File: src/rtl/connect_pkg.sv
`default_nettype none
// ============================================================================
// Module  : connect_pkg
// Brief   : Shared cell/result encodings, scan directions and FSM states for
//           the connect-N engine.
// Rev     : 1.0  initial release
// ============================================================================
package connect_pkg;

    localparam logic [1:0] c_cell_empty = 2'b00;
    localparam logic [1:0] c_cell_g     = 2'b01;
    localparam logic [1:0] c_cell_o     = 2'b10;

    localparam logic [1:0] c_res_none   = 2'b00;
    localparam logic [1:0] c_res_g_win  = 2'b01;
    localparam logic [1:0] c_res_o_win  = 2'b10;
    localparam logic [1:0] c_res_draw   = 2'b11;

    typedef enum logic [1:0] {
        DIR_H  = 2'd0,
        DIR_V  = 2'd1,
        DIR_D1 = 2'd2,
        DIR_D2 = 2'd3
    } dir_e;

    typedef enum logic [2:0] {
        ST_IDLE     = 3'd0,
        ST_PLACE    = 3'd1,
        ST_SCAN_FWD = 3'd2,
        ST_SCAN_BWD = 3'd3,
        ST_NEXT_DIR = 3'd4,
        ST_REPORT   = 3'd5,
        ST_REJECT   = 3'd6
    } state_e;

    // Forward step vector (dr,dc) of each scan direction
    function automatic logic signed [1:0] dir_dr(input dir_e d);
        return (d == DIR_H) ? 2'sb00 : 2'sb01;
    endfunction

    function automatic logic signed [1:0] dir_dc(input dir_e d);
        logic signed [1:0] v;
        case (d)
            DIR_H:   v = 2'sb01;
            DIR_V:   v = 2'sb00;
            DIR_D1:  v = 2'sb01;
            default: v = 2'sb11;
        endcase
        return v;
    endfunction

endpackage
`default_nettype wire

File: src/rtl/cell_board.sv
`default_nettype none
// ============================================================================
// Module  : cell_board
// Brief   : ROWS x COLS board of 2-bit cells with one write port, a
//           combinational cell read for the scanner and a registered row read.
// Rev     : 1.0  initial release
// ============================================================================
module cell_board #(
    parameter int ROWS = 6,
    parameter int COLS = 7
) (
    input  logic                    clk,
    input  logic                    rst,
    input  logic                    clear,
    input  logic                    wr_en,
    input  logic [$clog2(ROWS)-1:0] wr_row,
    input  logic [$clog2(COLS)-1:0] wr_col,
    input  logic [1:0]              wr_data,
    input  logic [$clog2(ROWS)-1:0] cell_row,
    input  logic [$clog2(COLS)-1:0] cell_col,
    output logic [1:0]              cell_data,
    input  logic [$clog2(ROWS)-1:0] rd_row,
    output logic [2*COLS-1:0]       rd_data
);

    logic [2*COLS-1:0] r_rows [ROWS];
    logic [2*COLS-1:0] r_rd_data;

    assign cell_data = r_rows[cell_row][{cell_col, 1'b0} +: 2];
    assign rd_data   = r_rd_data;

    // Row read samples pre-write contents, so a same-cycle write returns the old row
    always_ff @(posedge clk) begin
        if (rst || clear) begin
            for (int i = 0; i < ROWS; i++) begin
                r_rows[i] <= '0;
            end
            r_rd_data <= '0;
        end else begin
            if (wr_en) begin
                r_rows[wr_row][{wr_col, 1'b0} +: 2] <= wr_data;
            end
            r_rd_data <= (int'(rd_row) < ROWS) ? r_rows[rd_row] : '0;
        end
    end

endmodule
`default_nettype wire

File: src/rtl/connect_n_engine.sv
`default_nettype none
// ============================================================================
// Module  : connect_n_engine
// Brief   : Gravity chip placement plus local four-direction connect-N scan
//           reporting win, draw or continue for each accepted drop.
// Rev     : 1.0  initial release
// ============================================================================
module connect_n_engine
    import connect_pkg::*;
#(
    parameter int ROWS    = 6,
    parameter int COLS    = 7,
    parameter int WIN_LEN = 4
) (
    input  logic                    clk,
    input  logic                    rst,
    input  logic                    clear,
    input  logic                    drop_valid,
    output logic                    drop_ready,
    input  logic [$clog2(COLS)-1:0] drop_col,
    input  logic                    drop_player,
    output logic                    done,
    output logic [1:0]              result,
    output logic                    reject,
    output logic                    game_over,
    input  logic [$clog2(ROWS)-1:0] rd_row,
    output logic [2*COLS-1:0]       rd_data
);

    localparam int c_rw   = $clog2(ROWS);
    localparam int c_cw   = $clog2(COLS);
    localparam int c_hw   = $clog2(ROWS + 1);
    localparam int c_nw   = $clog2(ROWS * COLS + 1);
    localparam int c_runw = $clog2(WIN_LEN + 1);
    localparam int c_sw   = $clog2(WIN_LEN);
    localparam int c_rsw  = c_rw + 1;
    localparam int c_csw  = c_cw + 1;

    localparam logic [c_hw-1:0]   c_full_h  = c_hw'(ROWS);
    localparam logic [c_nw-1:0]   c_all     = c_nw'(ROWS * COLS);
    localparam logic [c_runw-1:0] c_win     = c_runw'(WIN_LEN);
    localparam logic [c_sw-1:0]   c_max_stp = c_sw'(WIN_LEN - 1);

    state_e                  r_state;
    dir_e                    r_dir;
    logic [c_cw-1:0]         r_col;
    logic                    r_player;
    logic [c_hw-1:0]         r_height [COLS];
    logic [c_nw-1:0]         r_count;
    logic [c_runw-1:0]       r_run;
    logic [c_sw-1:0]         r_steps;
    logic signed [c_rw:0]    r_prow;
    logic signed [c_cw:0]    r_pcol;
    logic signed [c_rw:0]    r_cr;
    logic signed [c_cw:0]    r_cc;
    logic                    r_done;
    logic [1:0]              r_result;
    logic                    r_reject;
    logic                    r_game_over;

    logic                    w_hs;
    logic                    w_col_ok;
    logic                    w_full;
    logic [1:0]              w_pcell;
    logic                    w_fwd;
    logic signed [1:0]       w_dr;
    logic signed [1:0]       w_dc;
    logic signed [c_rw:0]    w_nr;
    logic signed [c_cw:0]    w_nc;
    logic                    w_in;
    logic [1:0]              w_cell;
    logic                    w_match;
    logic [c_runw-1:0]       w_run_nxt;
    logic [c_sw-1:0]         w_stp_nxt;
    logic                    w_wr_en;
    logic [c_rw-1:0]         w_wr_row;

    assign drop_ready = (r_state == ST_IDLE) && !clear && !rst;
    assign done       = r_done;
    assign result     = r_result;
    assign reject     = r_reject;
    assign game_over  = r_game_over;

    assign w_hs     = drop_valid && drop_ready;
    assign w_col_ok = int'(drop_col) < COLS;
    assign w_full   = (r_height[drop_col] == c_full_h);
    assign w_pcell  = r_player ? c_cell_o : c_cell_g;
    assign w_wr_en  = (r_state == ST_PLACE);
    assign w_wr_row = r_height[r_col][c_rw-1:0];

    // Backward scan walks the negated step vector
    assign w_fwd = (r_state == ST_SCAN_FWD);
    assign w_dr  = w_fwd ? dir_dr(r_dir) : -dir_dr(r_dir);
    assign w_dc  = w_fwd ? dir_dc(r_dir) : -dir_dc(r_dir);
    assign w_nr  = r_cr + c_rsw'(w_dr);
    assign w_nc  = r_cc + c_csw'(w_dc);
    assign w_in  = !w_nr[c_rw] && (int'(w_nr) < ROWS) &&
                   !w_nc[c_cw] && (int'(w_nc) < COLS);

    assign w_match   = w_in && (w_cell == w_pcell);
    assign w_run_nxt = r_run + c_runw'(1);
    assign w_stp_nxt = r_steps + c_sw'(1);

    cell_board #(
        .ROWS(ROWS),
        .COLS(COLS)
    ) u_board (
        .clk       (clk),
        .rst       (rst),
        .clear     (clear),
        .wr_en     (w_wr_en),
        .wr_row    (w_wr_row),
        .wr_col    (r_col),
        .wr_data   (w_pcell),
        .cell_row  (w_nr[c_rw-1:0]),
        .cell_col  (w_nc[c_cw-1:0]),
        .cell_data (w_cell),
        .rd_row    (rd_row),
        .rd_data   (rd_data)
    );

    always_ff @(posedge clk) begin
        if (rst || clear) begin
            r_state     <= ST_IDLE;
            r_dir       <= DIR_H;
            r_col       <= '0;
            r_player    <= 1'b0;
            for (int i = 0; i < COLS; i++) begin
                r_height[i] <= '0;
            end
            r_count     <= '0;
            r_run       <= '0;
            r_steps     <= '0;
            r_prow      <= '0;
            r_pcol      <= '0;
            r_cr        <= '0;
            r_cc        <= '0;
            r_done      <= 1'b0;
            r_result    <= c_res_none;
            r_reject    <= 1'b0;
            r_game_over <= 1'b0;
        end else begin
            r_done   <= 1'b0;
            r_reject <= 1'b0;
            case (r_state)
                ST_IDLE: begin
                    if (w_hs) begin
                        r_col    <= drop_col;
                        r_player <= drop_player;
                        if (r_game_over || !w_col_ok || w_full) begin
                            r_state  <= ST_REJECT;
                            r_reject <= 1'b1;
                        end else begin
                            r_state <= ST_PLACE;
                        end
                    end
                end
                ST_PLACE: begin
                    r_height[r_col] <= r_height[r_col] + c_hw'(1);
                    r_count         <= r_count + c_nw'(1);
                    r_prow          <= {1'b0, w_wr_row};
                    r_pcol          <= {1'b0, r_col};
                    r_cr            <= {1'b0, w_wr_row};
                    r_cc            <= {1'b0, r_col};
                    r_run           <= c_runw'(1);
                    r_steps         <= '0;
                    r_dir           <= DIR_H;
                    r_state         <= ST_SCAN_FWD;
                end
                ST_SCAN_FWD, ST_SCAN_BWD: begin
                    if (w_match) begin
                        r_run   <= w_run_nxt;
                        r_steps <= w_stp_nxt;
                        r_cr    <= w_nr;
                        r_cc    <= w_nc;
                    end
                    if (w_match && (w_run_nxt >= c_win)) begin
                        r_state     <= ST_REPORT;
                        r_done      <= 1'b1;
                        r_result    <= r_player ? c_res_o_win : c_res_g_win;
                        r_game_over <= 1'b1;
                    end else if (!w_match || (w_stp_nxt == c_max_stp)) begin
                        // Run total carries over from the forward half into the backward half
                        r_steps <= '0;
                        r_cr    <= r_prow;
                        r_cc    <= r_pcol;
                        r_state <= w_fwd ? ST_SCAN_BWD : ST_NEXT_DIR;
                    end
                end
                ST_NEXT_DIR: begin
                    if (r_dir == DIR_D2) begin
                        r_state <= ST_REPORT;
                        r_done  <= 1'b1;
                        if (r_count == c_all) begin
                            r_result    <= c_res_draw;
                            r_game_over <= 1'b1;
                        end else begin
                            r_result <= c_res_none;
                        end
                    end else begin
                        r_dir   <= dir_e'(r_dir + 2'd1);
                        r_run   <= c_runw'(1);
                        r_steps <= '0;
                        r_cr    <= r_prow;
                        r_cc    <= r_pcol;
                        r_state <= ST_SCAN_FWD;
                    end
                end
                ST_REPORT: r_state <= ST_IDLE;
                ST_REJECT: r_state <= ST_IDLE;
                default:   r_state <= ST_IDLE;
            endcase
        end
    end

endmodule
`default_nettype wire
File: config.mk
export PLATFORM = sky130hd
export DESIGN_NAME = connect_n_engine
export DESIGN_NICKNAME = d
export VERILOG_FILES = /design/src/rtl/connect_pkg.sv /design/src/rtl/cell_board.sv /design/src/rtl/connect_n_engine.sv
export SDC_FILE = /design/constraint.sdc
export NUM_CORES = 1
export LEC_CHECK = 0
export ABC_AREA = 1
export CAP_MARGIN = 20
export CORE_ASPECT_RATIO = 1.1
export CORE_MARGIN = 2
export CORE_UTILIZATION = 45
export CTS_BUF_LIST = sky130_fd_sc_hd__clkbuf_16
export DETAILED_ROUTE_END_ITERATION = 10
export PLACE_DENSITY = 0.68
export SYNTH_ARGS = -nofsm -noshare
export SYNTH_HDL_FRONTEND = slang
export SYNTH_SLANG_ARGS = --single-unit
export TNS_END_PERCENT = 50
File: constraint.sdc
create_clock -name clk -period 9.9 [get_ports clk]
set_clock_uncertainty 0.1 [all_clocks]
set_input_delay 1.98 -clock clk [delete_from_list [all_inputs] [get_ports clk]]
set_output_delay 1.98 -clock clk [all_outputs]
set_load 0.005 [all_outputs]
* Word-level counts from Yosys, hierarchy flattened
Memories as Yosys holds them, arrays and structs flattened. A register that Yosys moved wholly into a read port is not among the register bits.
Cells that the tools add are included.
** Operators by class
- Add/sub/neg operators :: 10
- $lt $le $gt $ge :: 5
- Reductions and logical operators :: 36
- Eq/ne operators :: 18
- Shifts and indexed selects :: 3
- Bitwise operators :: 3
- Muxes and demuxes :: 58
** Operators by type and width (count)
- 14-bit 2-to-1 mux :: 3
- 3-bit 2-to-1 mux :: 13
- 4-bit 2-to-1 mux :: 8
- 4-bit case mux with 3 select lines :: 2
- 2-bit 2-to-1 mux :: 11
- 14-bit OR reduction :: 1
- 2-bit by 6-bit variable shift with 14-bit output, first input constant :: 1
- 14-bit by 5-bit indexed part select with 2-bit output :: 1
- 2-bit by 6-bit indexed part select with 14-bit output :: 1
- 1-bit 2-to-1 mux :: 13
- 2-bit inequality test, second input constant :: 6
- 2-bit case mux with 2 select lines :: 3
- 3-bit case mux with 4 select lines :: 1
- 3-bit case mux with 3 select lines :: 1
- 4-bit by 2-bit adder with 4-bit output :: 2
- 1-bit logical AND :: 8
- 4-bit < comparator, second input constant :: 2
- 2-bit AND reduction :: 4
- 3-bit by 1-bit adder with 3-bit output, second input constant :: 2
- 6-bit by 1-bit adder with 6-bit output, second input constant :: 1
- 2-bit == test, second input constant :: 3
- 3-bit by 2-bit == test with 1-bit output, second input constant :: 2
- 3-bit == test, second input constant :: 2
- 6-bit == test, second input constant :: 1
- 23 further kinds :: 41
** Storage, ports and cells
- Input port bits :: 11
- Memories kept :: 2
- RAM bits :: 105
- Flip-flop bits (word level) :: 39
** Memory list
- u_board.r_rows :: words 6, width 14, rd ports 2, clocked after Yosys merged registers in 1, write ports 6, RTL line cell_board.sv:26 : logic [2*COLS-1:0] r_rows [ROWS];
- r_height :: words 7, width 3, rd ports 2, clocked after Yosys merged registers in 1, write ports 7, RTL line connect_n_engine.sv:48 : logic [c_hw-1:0] r_height [COLS];

* Logic depth before layout (Yosys ltp)
Gate-level depths: netlist of run 1.
- Word-level depth :: 15
- Depth in mapped cells :: 28
- Gate-level depth less buffers :: 28

* By module
Synthesis of run 1 repeated with hierarchy kept, for this count alone.
** Second synthesis, totals
- Cells, all modules :: 1323
- Area, all modules :: 10981.8 um^2
** By module, submodules not included
- cell_board :: instances 1, seq. area each 3643.5 um^2, cells an instance 850, area an instance 7377.1 um^2
- connect_n_engine :: instances 1, seq. area each 1531.5 um^2, cells an instance 473, area an instance 3604.7 um^2

* Worst setup path after synthesis of run 1
Ideal clock, no wire load.
- Path kind :: input to output
- From :: input clear
- To :: output drop_ready
- Stages on the path :: 3
- Setup slack :: 5297 ps
- Arrival :: 2523 ps
- Cell sequence :: nor2_1 -> inv_1 -> nor2_1
** On the way
- Longest elaborated chain between the ends :: 3
** Ends and longest elaborated chain
- start, declared :: RTL line connect_n_engine.sv:17 : input logic clear,
- 1-bit zero test :: RTL line connect_n_engine.sv:78 : assign drop_ready = (r_state == ST_IDLE) && !clear && !rst;
- 1-bit logical AND (2 in a row) :: RTL line connect_n_engine.sv:78
- end, declared :: RTL line connect_n_engine.sv:19 : output logic drop_ready,
No other way between the ends.

* Worst setup path in the final report of run 1
Same ends and word-level chain as after synthesis.

==> results_dict.tcl, run 1 <==
set metrics [dict create \
    netlist.area_leader.share 0.378 \
    grtUsageTotal 0.231 \
    worst_pin_slew_ns 1.18 \
    synthMuxAreaShare 0 \
    layout-drive-gt1-share 0.0676 \
    fill_cells 2187 \
    cts_hold_buffers 0 \
    p_leak_nw 4.34 \
    insertion_delay_ns 0.45 \
    dr.pass1.iters 6 \
    clkSinkCount 192 \
    hold_class "reg -> reg" \
    power_density_nw_per_um2 153 \
    grt_pass1_vias 8713 \
    hold_viol_final 0 \
    rr_startpoint "r_dir[0]$_SDFFE_PP0P_" \
    drc 0 \
    clock_path_buffers 2 \
    port_buffers 30 \
    die_area_sq_um 24700 \
    ctsResizeCount 0 \
    cap_violations 0 \
    synth_compound_area_frac 0.153 \
    power.total_mw 1.78 \
    timing.setup.tns_ns 0 \
    netlist_area_sq_um 10600 \
    drt_iter0_drc 675 \
    worstPathMaxFanout 29 \
    yosys.area_share.simple 0.243 \
    synth_cell_types 48 \
    core_sq_um 22900 \
    ys_seq_area_frac 0.490 \
    antenna_found_initial 0 \
    fin_crit_ns 5.90 \
    worstReg2RegEnd "r_cc[2]$_SDFFE_PP0P_" \
    final_core_util 0.509 \
    num_vias 9102 \
    fin_nets 1361 \
    gp_congestion 0.896 \
    slew_violations 0 \
    vdd_ir_drop_max_v 0.000136 \
    max_freq_mhz 170 \
    syn-num-nets 1358 \
    synth.top_cells.by_area "edfxtp_1 38%, dfxtp_1 11%, nand2_1 8.4%" \
    cts.htree.levels 4 \
    critPathRequiredTime_ns 7.82 \
    dp_hpwl_microns 18500 \
    hold_start "result[1]$_SDFFE_PP0P_" \
    floorplan.initialDensity 0.460 \
    end_kind "output pin" \
    setup_viol 0 \
    die_x_microns 150 \
    routedWlPerCell_microns 16.5 \
    critPathKind "in -> out" \
    postCtsSetupBuffers 0 \
    syn_to_final_growth_pct 10.6 \
    cts-root-buf "clkbuf_16" \
    tritoncts "yes" \
    die_height_microns 165 \
    finalWorstSetupSlack_ns 4.00 \
    rsz0062_at_grt "no" \
    overflow 0 \
    finalCritPeriodShare 0.596 \
    grt_pass1_wl_microns 43900 \
    worstHoldEndpoint "result[1]$_SDFFE_PP0P_" \
    ys_ff_latch 192 \
    status "finished, final reports clean" \
    syn-mean-instance-area_sq_um 7.94 \
    synth-warning-count 0 \
    grt_max_degree 97 \
    cts_buffers 17 \
    ant_nets 0 \
    r2r_cells 23 \
    worstPathArrival_ns 3.82 \
    place_ws_ns 4.00 \
    synth_fa_ha_area_frac 0.0209 \
    clk_pin_slew_ns 0.08 \
    synth_cells 1330 \
    synth_top_area_cell "edfxtp_1" \
    placed_cells 1612 \
    antenna_cells 0 \
    synth_top_family_by_area "simple AND/OR/NAND/NOR gates" \
    vias_per_cell 5.53 \
    reg2reg_slack_ns 5.51 \
    synth_edf_count 133 \
    start_kind "primary input" \
    max_slew_margin 0.213 \
    finalWirelength_microns 27100 \
    row_count 58 \
    ios 31 \
    synthArstFlopShare 0 \
    hold_path_depth 2 \
    ys.flop_type "edfxtp_1" \
    fin_cells 1646 \
    synth_xor_area_frac 0.00747 \
]
cells in the mapped netlist (2+ instances only):
cell type    n
a21oi_1     92
a21oi_2      2
a221oi_1     3
a31oi_1     16
buf_1        4
buf_2       11
buf_6        2
clkbuf_1    39
clkinv_1     4
dfxtp_1     59
edfxtp_1   133
ha_1        16
inv_1      162
inv_2       10
nand2_1    235
nand2_2      8
nand2_4      8
nand3_1     88
nand3_2      2
nand3b_1     2
nand4_1     10
nor2_1     199
nor2_2       3
nor3_1      14
nor3_2       7
nor3b_1      2
nor4_1       5
o211ai_1    17
o21ai_0    131
o21ai_1      9
o221ai_1     4
o22ai_1      8
o311ai_0     3
xnor2_1      3
xor2_1       6
registers in the layout, summed over array words and instances (netlist names), named ones only:
register,cells
r_cr,4
reject,1
r_count,6
r_dir,2
r_prow,3
game_over,1
result,2
r_steps,2
r_col,3
done,1
u_board.r_rows,112
r_player,1
r_cc,4
u_board.rd_data,14
r_state,3
r_pcol,3
r_run,3
r_height,24
report_power, final:
group	leakage [nW]	switching, mW	internal, mW
sequential	1.91	0.0125	0.876
clock	0.289	0.340	0.362
combinational	2.13	0.135	0.0592
total	4.34	0.488	1.30
placed cells by master (no fill, tap or decap), types with 10 or more instances in the layout:
| master | count |
|---|---|
| o21ai_0 | 131 |
| a31oi_1 | 16 |
| nand4_1 | 10 |
| inv_1 | 162 |
| ha_1 | 16 |
| nand2_1 | 235 |
| nand3_1 | 88 |
| a21oi_1 | 92 |
| nor2_1 | 198 |
| clkdlybuf4s50_1 | 28 |
| edfxtp_1 | 133 |
| clkbuf_16 | 17 |
| dfxtp_1 | 59 |
| o211ai_1 | 17 |
| nor3_1 | 14 |
| inv_2 | 10 |
metal layers:
| metal | track usage | share of wire | vias to the layer above |
|---|---|---|---|
| met2 | 0.395 | 0.49 | 360 |
| met3 | 0.0395 | 0.061 | 59 |
| li1 | - | - | 4473 |
| met1 | 0.285 | 0.42 | 4210 |
| met5 | 0 | 0 | - |
| met4 | 0.104 | 0.031 | 0 |
metrics by stage:
stage	hold WS, ns	instance area, sq um
global placement	0.355	11000
global route	0.384	11700
CTS	0.373	11600
finish	0.369	11700
floorplan	0.343	10600
detailed placement	0.357	11000
worst max-delay path: stages:
cell and delay, ns:
clkdlybuf4s50_1 0.44, nor2_4 0.10, buf_4 0.36, inv_1 0.22, nor2_1 0.19, clkdlybuf4s50_1 0.52
cells by family (layout without fill, tap and decap cells):
logic type,Yosys count,after routing
AND/OR/NAND/NOR,587,587
AO/OA/AOI/OAI,292,292
buffers and inverters,233,249
flip-flops,192,192
adder cells (fa/ha/maj),17,17
XOR/XNOR,9,9
area by class of cell:
type,count,area (sq um),share of cell area
clock buffer,17,425,0.0365
clock inverter,15,166,0.0143
tap,300,375,0.0322
multi-input combinational,905,4480,0.384
timing repair buffer,40,378,0.0324
sequential,192,5170,0.443
inverter,177,667,0.0572
worst max-delay path by stage:
| stage | slack (ns) | endpoint | startpoint | cells after the start |
|---|---|---|---|---|
| 5_1_grt | 3.88 | drop_ready | clear | 6 |
| 2_1_floorplan | 5.30 | drop_ready | clear | 3 |
| 3_5_place_dp | 4.00 | drop_ready | clear | 6 |
| 4_1_cts | 3.98 | drop_ready | clear | 6 |
| 3_3_place_gp | 4.02 | drop_ready | clear | 6 |
| 6_report | 4.00 | drop_ready | clear | 6 |
No activity file was read; power rests on OpenSTA's default activity.
==> run 2: changes to the inputs <==
--- a/config.mk
+++ b/config.mk
@@ -12,7 +12,7 @@
 export CORE_UTILIZATION = 45
 export CTS_BUF_LIST = sky130_fd_sc_hd__clkbuf_16
 export DETAILED_ROUTE_END_ITERATION = 10
-export PLACE_DENSITY = 0.68
+export PLACE_DENSITY = 0.71
 export SYNTH_ARGS = -nofsm -noshare
 export SYNTH_HDL_FRONTEND = slang
 export SYNTH_SLANG_ARGS = --single-unit
==> constraint.sdc (replaced) <==
create_clock -name clk -period 4.8 [get_ports clk]
set_clock_uncertainty 0.1 [all_clocks]
set_input_delay 0.96 -clock clk [delete_from_list [all_inputs] [get_ports clk]]
set_output_delay 0.96 -clock clk [all_outputs]
set_load 0.005 [all_outputs]
==> results_dict.tcl, run 2 (same netlist as run 1, synthesis figures left out) <==
set metrics [dict create \
    antenna_cells 0 \
    top_register "u_board.r_rows" \
    finalCritPeriodShare 0.891 \
    layout-drive-gt1-share 0.0690 \
    core_sq_um 22900 \
    grt_pass1_wl_microns 44000 \
    die_x_microns 150 \
    worst_pin_slew_ns 1.19 \
    vias_per_cell 5.73 \
    rr_startpoint "r_dir[0]$_SDFFE_PP0P_" \
    finalWirelength_microns 28100 \
    ant_nets 0 \
    drc 0 \
    syn_to_final_growth_pct 10.5 \
    end_kind "flip-flop" \
    ios 31 \
    clkSinkCount 192 \
    rsz0062_at_grt "no" \
    critPathKind "reg -> reg" \
    hold_class "reg -> reg" \
    grtUsageTotal 0.229 \
    hold_start "r_run[1]$_SDFFE_PP0P_" \
    cts_hold_buffers 0 \
    critPathRequiredTime_ns 5.02 \
    die_height_microns 165 \
    power.total_mw 3.64 \
    dp_hpwl_microns 19200 \
    port_buffers 30 \
    clock_path_buffers 2 \
    final_cell_mix "235 x nand2_1, 198 x nor2_1, 163 x inv_1, 133 x edfxtp_1, 131 x o21ai_0" \
    max_freq_mhz 234 \
    status "finished, final reports clean" \
    grt_max_degree 96 \
    postCtsSetupBuffers 0 \
    row_count 58 \
    layout_commonest_cell "nand2_1" \
    antenna_found_initial 0 \
    cts.htree.levels 4 \
    tritoncts "yes" \
    worstPathArrival_ns 4.49 \
    hold_viol_final 0 \
    cts_buffers 17 \
    cts-root-buf "clkbuf_16" \
    setup_viol 0 \
    fill_cells 2180 \
    insertion_delay_ns 0.45 \
    floorplan.initialDensity 0.460 \
    timing.setup.tns_ns 0 \
    power_density_nw_per_um2 312 \
    clk_pin_slew_ns 0.07 \
    multi_input_area_sq_um 4480 \
    fin_crit_ns 4.28 \
    ctsResizeCount 0 \
    start_kind "flip-flop" \
    slew_violations 0 \
    max_slew_margin 0.205 \
    worstPathMaxFanout 11 \
    num_vias 9437 \
    routedWlPerCell_microns 17.1 \
    holdWs_ns 0.368 \
    drt_iter0_drc 960 \
    dr.pass1.iters 5 \
    fin_nets 1363 \
    seqCellArea_sq_um 5170 \
    die_area_sq_um 24700 \
    grt_pass1_vias 8838 \
    p_leak_nw 4.35 \
    gp_congestion 0.893 \
    startpoint "r_dir[0]$_SDFFE_PP0P_" \
    cap_violations 0 \
    largest_reg_flops 112 \
    vdd_ir_drop_max_v 0.000234 \
    overflow 0 \
]
==> run 2: stage by stage <==
stage	std cells	worst slack [ns]	utilization	instance area [sq um]
floorplan	1330	1.60	-	10600
global placement	1616	0.639	0.484	11100
detailed placement	1616	0.584	0.484	11100
CTS	1648	0.623	0.509	11700
global route	1648	0.208	0.509	11700
finish	1648	0.524	0.509	11700
==> run 2: path summary, 6_finish.rpt <==
check                     endpoint  slack [ns]  cells past startpoint
min reg2reg  r_run[1]$_SDFFE_PP0P_        0.37                      2
min          r_run[1]$_SDFFE_PP0P_        0.37                      2
max reg2reg   r_cc[2]$_SDFFE_PP0P_        0.52                     22
max           r_cc[2]$_SDFFE_PP0P_        0.52                     22
==> run 2: per-layer routing <==
layer,up-vias,GRT usage,share of wire
met5,-,0,0
met4,0,0.0866,0.027
met3,64,0.0395,0.082
met2,458,0.391,0.48
met1,4453,0.292,0.41
li1,4462,-,-
==> run 2: layout make-up <==
type,instances,share of cell area
clock buffers,19,0.0408
clock inverters,13,0.00858
inverters,177,0.0572
multi-input cells,905,0.384
flip-flops and latches,192,0.444
well taps,300,0.0322
repair buffers,42,0.0337
==> run 2: critical path, cell delays in order, from the launching register on <==
cell     delay, ns
dfxtp_1       0.40
inv_1         0.08
ha_1          0.21
inv_1         0.23
nand3_4       0.13
nand2_1       0.08
inv_1         0.05
ha_1          0.60
inv_1         0.40
o21ai_0       0.33
inv_1         0.08
nand2_1       0.07
nand3_1       0.10
nand3_1       0.15
nand3_1       0.14
nand2_1       0.12
nand2_2       0.09
nand2_4       0.15
nand2_4       0.12
a21oi_4       0.26
nand2_1       0.09
nand3_1       0.08
a21oi_1       0.09
==> run 2: power by group <==
part | switching (mW) | total [mW] | internal [mW]
combinational | 0.291 | 0.415 | 0.124
sequential | 0.0258 | 1.83 | 1.81
clock | 0.661 | 1.40 | 0.736
==> run 3: changes to the inputs <==
--- a/config.mk
+++ b/config.mk
@@ -8,7 +8,6 @@
 export ABC_AREA = 1
 export CAP_MARGIN = 20
 export CORE_ASPECT_RATIO = 1.1
-export CORE_MARGIN = 2
 export CORE_UTILIZATION = 45
 export CTS_BUF_LIST = sky130_fd_sc_hd__clkbuf_16
 export DETAILED_ROUTE_END_ITERATION = 10
==> constraint.sdc (replaced) <==
create_clock -name clk -period 4.8 [get_ports clk]
set_clock_uncertainty 0.1 [all_clocks]
set_input_delay 0.72 -clock clk [delete_from_list [all_inputs] [get_ports clk]]
set_output_delay 0.72 -clock clk [all_outputs]
set_load 0.005 [all_outputs]
==> results_dict.tcl, run 3 (same netlist as run 1, synthesis figures left out) <==
set metrics [dict create \
    largest_reg_flops 112 \
    startpoint "r_dir[0]$_SDFFE_PP0P_" \
    fill_cells 2220 \
    dp_hpwl_microns 19300 \
    status "finished, final reports clean" \
    grt_max_degree 96 \
    die_height_microns 163 \
    layout-drive-gt1-share 0.0711 \
    critPathRequiredTime_ns 5.03 \
    worstPathMaxFanout 27 \
    worst_pin_slew_ns 0.827 \
    crit_buf_inv 7 \
    max_slew_margin 0.449 \
    finalWirelength_microns 27800 \
    vdd_ir_drop_max_v 0.000252 \
    timing.setup.tns_ns 0 \
    reg2reg_slack_ns 0.87 \
    hold_viol_final 0 \
    final_core_util 0.511 \
    p_leak_nw 4.37 \
    clk_pin_slew_ns 0.07 \
    fin_nets 1366 \
    cts-root-buf "clkbuf_16" \
    slew_violations 0 \
    grtUsageTotal 0.241 \
    critPathKind "reg -> reg" \
    gp_congestion 0.918 \
    die_x_microns 148 \
    postCtsSetupBuffers 0 \
    grt_pass1_wl_microns 44800 \
    hold_class "reg -> reg" \
    crit_path_end "r_cr[2]$_SDFFE_PP0P_" \
    worstPathArrival_ns 4.16 \
    routedWlPerCell_microns 16.9 \
    max_freq_mhz 255 \
    ctsResizeCount 0 \
    r2r_cells 26 \
    die_area_sq_um 24100 \
    path_delay_family "simple AND/OR/NAND/NOR gates" \
    overflow 0 \
    cts_hold_buffers 0 \
    port_buffers 30 \
    vias_per_cell 5.63 \
    row_count 58 \
    start_kind "flip-flop" \
    num_vias 9295 \
    power_density_nw_per_um2 318 \
    rr_startpoint "r_dir[0]$_SDFFE_PP0P_" \
    path_depth 26 \
    insertion_delay_ns 0.45 \
    tritoncts "yes" \
    top_register "u_board.r_rows" \
    clock_path_buffers 2 \
    end_kind "flip-flop" \
    fin_crit_ns 3.93 \
    floorplan.initialDensity 0.460 \
    layout_commonest_cell "nand2_1" \
    antenna_found_initial 0 \
    syn_to_final_growth_pct 11.0 \
    finalCritPeriodShare 0.818 \
    ant_nets 0 \
    clkSinkCount 192 \
    crit_path_frequent_cell "nand2_1" \
    ios 31 \
    antenna_cells 0 \
    cts.htree.levels 4 \
    final_cell_mix "235 x nand2_1, 198 x nor2_1, 163 x inv_1, 133 x edfxtp_1, 131 x o21ai_0" \
    cts_buffers 17 \
    cp_slowest_cell "dfxtp_1" \
    grt_pass1_vias 8796 \
    max_stage_delay_ns 0.40 \
    dr.pass1.iters 5 \
    holdWs_ns 0.365 \
    setup_viol 0 \
    worstReg2RegEnd "r_cr[2]$_SDFFE_PP0P_" \
    drt_iter0_drc 792 \
    cap_violations 0 \
    rsz0062_at_grt "no" \
    drc 0 \
    core_sq_um 22900 \
]
[run 3: changes by cell type in the layout (fill, tap and decap cells not counted), moves of 2 or more]
cell / delta
bufinv_16: +2
inv_4: -2
buf_4: +3
inv_8: +3
clkinv_4: +2
inv_2: -2
clkbuf_16: -2
clkinvlp_4: +2
[run 3: cell type report]
cell class	count	area, sq um	area share
clock inverter	15	176	0.0151
tap	300	375	0.0320
timing repair buffer	45	415	0.0355
sequential	192	5170	0.442
multi-input combinational	905	4480	0.383
clock buffer	17	425	0.0363
inverter	177	667	0.0569
[run 3: per-stage QoR]
step,power [mW],instance area [sq um],std cells,worst slack [ns]
after floorplan,2.14,10600,1330,1.60
after global placement,2.26,11100,1619,1.01
after detailed placement,2.27,11100,1619,0.932
after CTS,3.72,11700,1651,0.911
after global routing,3.84,11700,1651,0.535
final,3.72,11700,1651,0.872
[run 3: routing by layer]
layer / up-vias / GRT usage / share of wire
met2: 403 / 0.401 / 0.48
met5: - / 0 / 0
li1: 4487 / - / -
met3: 68 / 0.0485 / 0.077
met4: 0 / 0.115 / 0.039
met1: 4337 / 0.299 / 0.41
[run 3: power by group]
group	leakage, nW	internal [mW]	switching (mW)	total, mW
clock	0.294	0.788	0.696	1.48
sequential	1.91	1.81	0.0256	1.83
combinational	2.16	0.123	0.282	0.405
[run 3: worst min-delay path by stage]
stage | from | to | cells past startpoint
2_1_floorplan | r_cc[3]$_SDFFE_PP0P_ | r_cc[3]$_SDFFE_PP0P_ | 2
3_3_place_gp | result[0]$_SDFFE_PP0P_ | result[0]$_SDFFE_PP0P_ | 2
3_5_place_dp | r_cc[3]$_SDFFE_PP0P_ | r_cc[3]$_SDFFE_PP0P_ | 2
4_1_cts | r_cc[3]$_SDFFE_PP0P_ | r_cc[3]$_SDFFE_PP0P_ | 2
5_1_grt | r_cc[3]$_SDFFE_PP0P_ | r_cc[3]$_SDFFE_PP0P_ | 2
6_report | r_cc[3]$_SDFFE_PP0P_ | r_cc[3]$_SDFFE_PP0P_ | 2
[run 3: tightest hold or removal path, cell delays in order (launching register included)]
cell and delay (ns):
dfxtp_1 0.30, inv_1 0.07, nor3_1 0.05
